### src/rtl/cmp_threshold_monitor.sv
// Debounced over-threshold alarm with hysteresis, fed by a 4-bit comparator's one-hot result.
// Optional saturating sample statistics are built only when CMP_MON_STATS_EN is defined.
//
// state    | meaning
// ---------+----------------------------------------------------------
// SAFE     | alarm low, no greater run in progress
// ARMING   | alarm low, counting consecutive greater samples
// ALARM    | alarm high, no lesser run in progress
// CLEARING | alarm high, counting consecutive lesser samples
module cmp_threshold_monitor #(
    parameter int ARM_CNT = 3,
    parameter int CLR_CNT = 2,
    parameter int STAT_W  = 8
) (
    input  logic              clk,
    input  logic              rst,
    input  logic              in_valid,
    input  logic              lesser,
    input  logic              equal,
    input  logic              greater,
    input  logic              err_clr,
    input  logic              stat_clr,
    output logic              alarm,
    output logic              alarm_rise,
    output logic              alarm_fall,
    output logic              flag_err,
    output logic [1:0]        state,
    output logic [STAT_W-1:0] gt_count,
    output logic [STAT_W-1:0] eq_count,
    output logic [STAT_W-1:0] lt_count
);

    localparam logic [1:0] SAFE     = 2'b00;
    localparam logic [1:0] ARMING   = 2'b01;
    localparam logic [1:0] ALARM    = 2'b10;
    localparam logic [1:0] CLEARING = 2'b11;

    localparam logic [3:0] ARM_TC = 4'(ARM_CNT);
    localparam logic [3:0] CLR_TC = 4'(CLR_CNT);

    logic [2:0] flags;
    logic       accepted;
    logic       malformed;
    logic [1:0] state_nxt;
    logic [3:0] run;
    logic [3:0] run_nxt;
    logic [3:0] run_inc;
    logic       alarm_nxt;
    logic       rise_nxt;
    logic       fall_nxt;
    logic       err_nxt;

    assign flags     = {greater, equal, lesser};
    assign accepted  = in_valid & $onehot(flags);
    assign malformed = in_valid & ~$onehot(flags);
    assign run_inc   = run + 4'd1;

    always_ff @(posedge clk or posedge rst) begin
        if (rst) begin
            state <= SAFE;
            run   <= 4'd0;
        end else begin
            state <= state_nxt;
            run   <= run_nxt;
        end
    end

    // Only accepted samples move the FSM; idle and malformed cycles hold state and run.
    always_comb begin
        state_nxt = state;
        run_nxt   = run;
        if (accepted) begin
            case (state)
                SAFE: begin
                    if (greater) begin
                        if (ARM_TC == 4'd1) begin
                            state_nxt = ALARM;
                            run_nxt   = 4'd0;
                        end else begin
                            state_nxt = ARMING;
                            run_nxt   = 4'd1;
                        end
                    end
                end
                ARMING: begin
                    if (greater) begin
                        if (run_inc == ARM_TC) begin
                            state_nxt = ALARM;
                            run_nxt   = 4'd0;
                        end else begin
                            run_nxt = run_inc;
                        end
                    end else begin
                        state_nxt = SAFE;
                        run_nxt   = 4'd0;
                    end
                end
                ALARM: begin
                    if (lesser) begin
                        if (CLR_TC == 4'd1) begin
                            state_nxt = SAFE;
                            run_nxt   = 4'd0;
                        end else begin
                            state_nxt = CLEARING;
                            run_nxt   = 4'd1;
                        end
                    end
                end
                default: begin
                    if (lesser) begin
                        if (run_inc == CLR_TC) begin
                            state_nxt = SAFE;
                            run_nxt   = 4'd0;
                        end else begin
                            run_nxt = run_inc;
                        end
                    end else begin
                        state_nxt = ALARM;
                        run_nxt   = 4'd0;
                    end
                end
            endcase
        end
    end

    always_comb begin
        alarm_nxt = (state_nxt == ALARM) || (state_nxt == CLEARING);
        rise_nxt  = (state_nxt == ALARM) && ((state == SAFE) || (state == ARMING));
        fall_nxt  = (state_nxt == SAFE) && ((state == ALARM) || (state == CLEARING));
        err_nxt   = flag_err;
        if (malformed) begin
            err_nxt = 1'b1;
        end else if (err_clr) begin
            err_nxt = 1'b0;
        end
    end

    always_ff @(posedge clk or posedge rst) begin
        if (rst) begin
            alarm      <= 1'b0;
            alarm_rise <= 1'b0;
            alarm_fall <= 1'b0;
            flag_err   <= 1'b0;
        end else begin
            alarm      <= alarm_nxt;
            alarm_rise <= rise_nxt;
            alarm_fall <= fall_nxt;
            flag_err   <= err_nxt;
        end
    end

`ifdef CMP_MON_STATS_EN
    localparam logic [STAT_W-1:0] ONE = STAT_W'(1);

    always_ff @(posedge clk or posedge rst) begin
        if (rst) begin
            gt_count <= '0;
            eq_count <= '0;
            lt_count <= '0;
        end else if (stat_clr) begin
            gt_count <= '0;
            eq_count <= '0;
            lt_count <= '0;
        end else if (accepted) begin
            if (greater && (gt_count != '1)) gt_count <= gt_count + ONE;
            if (equal   && (eq_count != '1)) eq_count <= eq_count + ONE;
            if (lesser  && (lt_count != '1)) lt_count <= lt_count + ONE;
        end
    end
`else
    logic unused_stat_clr;
    assign unused_stat_clr = stat_clr;
    assign gt_count = '0;
    assign eq_count = '0;
    assign lt_count = '0;
`endif

endmodule

### config.mk
export PLATFORM = sky130hd
export DESIGN_NAME = cmp_threshold_monitor
export DESIGN_NICKNAME = d
export VERILOG_FILES = /design/src/rtl/cmp_threshold_monitor.sv
export SDC_FILE = /design/constraint.sdc
export NUM_CORES = 1
export LEC_CHECK = 0
export CORE_UTILIZATION = 40
export DETAILED_ROUTE_END_ITERATION = 16
export PLACE_DENSITY_LB_ADDON = 0.15
export SYNTH_ARGS = -nofsm -noshare
export SYNTH_HDL_FRONTEND = slang
export SYNTH_SLANG_ARGS = --single-unit
### constraint.sdc
create_clock -name clk -period 2.1 [get_ports clk]
set_input_delay 0.63 -clock clk [delete_from_list [all_inputs] [get_ports clk]]
set_output_delay 0.63 -clock clk [all_outputs]
set_load 0.01 [all_outputs]
Word level (Yosys, flattened, before mapping)

Index checks and enable logic that the tools add are counted.

$add $sub $neg: 3
Bitwise logic cells: 3
Multiplexer cells: 17
Reductions and logical operators: 9
Eq/ne operators: 10

Operators by type and width:

| kind                                                | number |
|---|---|
| 2-to-1 mux 4 bit                                    | 6 |
| 2-to-1 mux 2 bit                                    | 7 |
| one-hot mux 4 bit (3 select lines)                  | 1 |
| equality test 2 bit, second input constant          | 4 |
| equality test 4 x 2 -> 1 bit, second input constant | 2 |
| one-hot mux 2 bit (3 select lines)                  | 1 |
| adder 4 x 1 -> 4 bit, second input constant         | 1 |
| equality test 2 x 1 -> 1 bit, second input constant | 2 |
| zero test 2 bit                                     | 2 |
| inequality test 2 bit, second input constant        | 2 |
| logical OR 1 bit                                    | 3 |
| AND reduction 3 bit                                 | 1 |
| adder 1 x 1 -> 2 bit                                | 1 |
| adder 2 x 1 -> 2 bit                                | 1 |
| bitwise AND 1 bit                                   | 2 |
| logical AND 1 bit                                   | 2 |
| 2-to-1 mux 1 bit                                    | 2 |
| nonzero test 2 bit                                  | 1 |
| inverter 1 bit                                      | 1 |

Word-level logic and storage cells: 48
Input bits: 8
Output and inout bits: 30
Register bits: 10

Longest topological paths before layout

Gate-level depths: netlist of the first run.

Word-level depth: 8
Mapped depth: 7
Gate-level depth less buffers: 7

Least setup slack after synthesis of the first run

No wires, ideal clock.

Kind: input to register
Start: input lesser
End: register alarm
Setup slack: -9 ps
Arrival: 1983 ps
Library setup time: 126 ps
Cell stages on the path: 6
Required time: 1974 ps
Cells stage by stage: inv_1 > fa_1 > nor3b_4 > nand2_1 > nor4b_4 > nor2_1

Cells in the longest elaborated chain, start to end: 7
Elaborated cells on any way between the ends: 11
Classes of those cells: 2 x add/sub; 3 x eq/ne; 4 x mux; 1 x bitwise; 1 x reduce/logical

RTL lines:

| what                                       | RTL line | text |
|---|---|---|
| from (decl)                                | 18       | `input logic lesser,` |
| adder 1 x 1 -> 2 bit (implied by the code) | 54       | `assign accepted = in_valid & $onehot(flags);` |
| adder 2 x 1 -> 2 bit (implied by the code) | 54       |  |
| equality test 2 x 1 -> 1 bit               | 54       |  |
| bitwise AND 1 bit                          | 54       |  |
| 2-to-1 mux 2 bit (*)                       | 72       | `if (accepted) begin` |
| equality test 2 bit                        | 127      | `alarm_nxt = (state_nxt == ALARM) \|\| (state_nxt == CLEARING);` |
| logical OR 1 bit (*)                       | 127      |  |
| net alarm_nxt                              | 48       | `logic alarm_nxt;` |
| to (signal assigned)                       | 145      | `alarm <= alarm_nxt;` |
| to (decl)                                  | 23       | `output logic alarm,` |

The timed path passes the listed nets; every way through them passes the cells marked *.
A chain may end at the register's enable or synchronous reset.

Worst setup path after layout of the first run

Start: input greater
End: register run[2]

Cells in the longest elaborated chain, start to end: 4
Elaborated cells on any way between the ends: 7
Classes of those cells: 1 x add/sub; 2 x eq/ne; 2 x mux; 1 x bitwise; 1 x reduce/logical

RTL lines:

| what                                       | RTL line | text |
|---|---|---|
| from (decl)                                | 20       | `input logic greater,` |
| adder 2 x 1 -> 2 bit (implied by the code) | 54       |  |
| equality test 2 x 1 -> 1 bit               | 54       |  |
| bitwise AND 1 bit                          | 54       |  |
| AND reduction 3 bit (no line)              | --       |  |
| to (signal assigned)                       | 64       | `run <= run_nxt;` |
| to (decl)                                  | 45       | `logic [3:0] run;` |

Parallel ways exist; a longest one is shown, timed or not.

==> impl_metrics.toml, run 1 <==
[placement]
globalplace.congestion = 0.833
dp.cells = 130
pre_cts_ws_ps = -511
io_buffers = 12
dp_hpwl_um = 1030

[setup_path]
reg2reg_to = "state[1]"
crit_fanout = 4
crit_path_end_kind = "flop"
crit_type = "input pin to flop"
arrival_ps = 2160
reg2reg_from = "run[0]"
crit_required_ps = 2260
rr_worst_depth = 6
r2r_slack_ps = 430
startpoint_type = "input pin"

[die]
coreArea_mm2 = 0.00180
start_util_pct = 44.9
rows = 15
chipHeight_um = 47.0
io_pins = 38
die-width_um = 47.0
die_area_mm2 = 0.00220

[route]
drt_iter0_markers = 13
drt_wl_total_um = 1280
vias = 592
ant_nets = 0
drc = 0
dr.pass1.iters = 4
wl_per_cell_um = 9.52
viasPerCell = 4.42

[logic_synthesis]
yosysUniqueCellTypes = 30
syn_inst = 88
ys_seq_area_share_pct = 31.0
syn_area_per_cell_um2 = 9.18
netlist_area_um2 = 808
synth-seq-cells = 10
ys_warn_count = 0

[flow_run]
cap_viol_max_count = 0

[timing]
fmax_mhz = 498
fin_setup_tns_ps = 0
rsz0062_at_grt = "false"
finClkSkew_ps = 2.30
fin_ws_ps = 92.4
report.final.slew_viol_count = 0
whs_ps = 534
finalCritPeriodShare_pct = 95.6
hold_viol_final = 0
setup_viol = 0
final.min_clock_period_ps = 2010

[power_and_ir_drop]
p_clk_share_pct = 15.2
power_uw = 850
swShare_pct = 39.3
p_switching_uw = 334
internal-power_uw = 516
p_seq_share_pct = 38.4
p_leak_uw = 0.000500
vdd.ir_drop.worst_mv = 0.611
comb_power_share_pct = 46.4
powerDensity_mw_per_mm2 = 907

[clock_tree]
path_clk_slew_ps = 60
htreeDepth = 1
cts_sinks = 10
postCtsHoldBufs = 0
cts_tree = "yes"
cts.path.max_buffers = 2
root_buffer = "clkbuf_4"
cts_buffers = 3
clkLatencyLatePin_ps = 270

[global_routing]
overflow = 0
grt_pass1_wl_um = 2160
grt_max_degree = 11
grt_usage_pct = 15.0
grt_pass1_vias = 491
antenna_found_initial = 0

[final_layout]
drive_above_1_share_pct = 20.2
layout.cells.non_filler = 134
nets = 123
layout_commonest_cell = "conb_1"
mostFrequentLayoutCells = "24 x conb_1, 10 x dfrtp_1, 9 x clkdlybuf4s50_1"
area_growth_pct = 15.9
diodes = 0

[min_path]
min_path_type = "flop to flop"
holdCritStartpoint = "flag_err"
whs_endpoint = "flag_err"
min_path_cells = 2

[status]
status = "completed"
cell families (layout without fill, tap and decap cells):
kind of cell    after synthesis  after routing  synth area share (%)
fa+ha+maj                     4              4                  7.12
flops                        10             10                  31.0
simple gates                 21             21                  16.9
buf+inv                      34             32                  26.9
mux                           1              1                  1.24
compound gates               17             17                  16.4
other cells                   1             24                 0.464
worst max path at each step:
stage | from | to | slack (ps) | cells after the start
2_1_floorplan | lesser | alarm | 10 | 6
5_1_grt | greater | state[1] | 2 | 7
6_report | greater | run[2] | 90 | 7
3_5_place_dp | lesser | alarm | -510 | 7
4_1_cts | greater | alarm | 9 | 7
3_3_place_gp | lesser | alarm | -500 | 7
registers in the layout, summed over array words and instances (netlist names):
| register | count |
|---|---|
| run | 4 |
| state | 2 |
| alarm | 1 |
| alarm_fall | 1 |
| alarm_rise | 1 |
| flag_err | 1 |
area by class of cell:
cell class | count | area [µm²]
inverters | 10 | 37.5
repair buffers | 19 | 166
clock buffers | 3 | 22.5
multi-input cells | 67 | 429
flip-flops and latches | 10 | 250
fillers | 181 | 865
well taps | 25 | 31.3
critical path: stages:
cell           delay [ps]
dlygate4sd2_1         230
inv_2                  40
fa_1                  480
nor3b_4               270
buf_4                 170
o21ai_1               110
a32o_1                220
per-stage QoR:
stage	instance area, µm²	utilization (%)
finish	937	52.0
global route	937	52.0
global placement	911	50.6
floorplan	895	-
detailed placement	911	50.6
CTS	940	52.2
power groups by stage:
stage	Clock [µW]	Combinational (µW)	Sequential [µW]
4_1_cts	137	396	325
3_5_place_dp	0	394	327
5_1_grt	148	441	337
6_report	129	394	327
3_3_place_gp	0	393	327
2_1_floorplan	0	295	325
routing by layer:
layer | vias to the layer above | track usage, % | share of wire, %
met3 | 5 | 4.62 | 6.0
met5 | - | 0 | 0
li1 | 286 | - | -
met2 | 24 | 22.2 | 47
met1 | 277 | 17.3 | 43
met4 | 0 | 13.7 | 4.3
synthesized netlist by cell type, drive strengths merged:
cell type	n	area share, %
o21ai	5	3.6
a41oi	1	1.1
conb	1	0.46
fa	1	2.5
o21a	1	1.1
o211a	2	2.5
nand2	8	3.7
a21oi	2	1.2
clkinv	1	0.46
and2	2	1.5
nor2	3	1.4
nand3	2	1.2
nor4b	1	2.9
o22a	1	1.1
a32o	2	2.5
dfrtp	10	31
or2	1	0.77
and3	2	2.2
o31ai	2	2.5
nor3b	1	2.3
mux2i	1	1.2
a21o	1	0.93
buf	24	22
ha	3	4.6
nand2b	1	0.77
inv	9	4.2
repair_timing:
item,in CTS,in global routing
resized for setup,4,6
pin swaps,5,5
buffers inserted,1,0
setup endpoints to repair,9,5
No activity file was read; power rests on OpenSTA's default activity.
==> inputs of run 2 (changes only) <==
HOLD_SLACK_MARGIN = 0.02   (was not set)
==> results of run 2 <==
The final DEF is identical to that of run 1; final timing and power are the same.
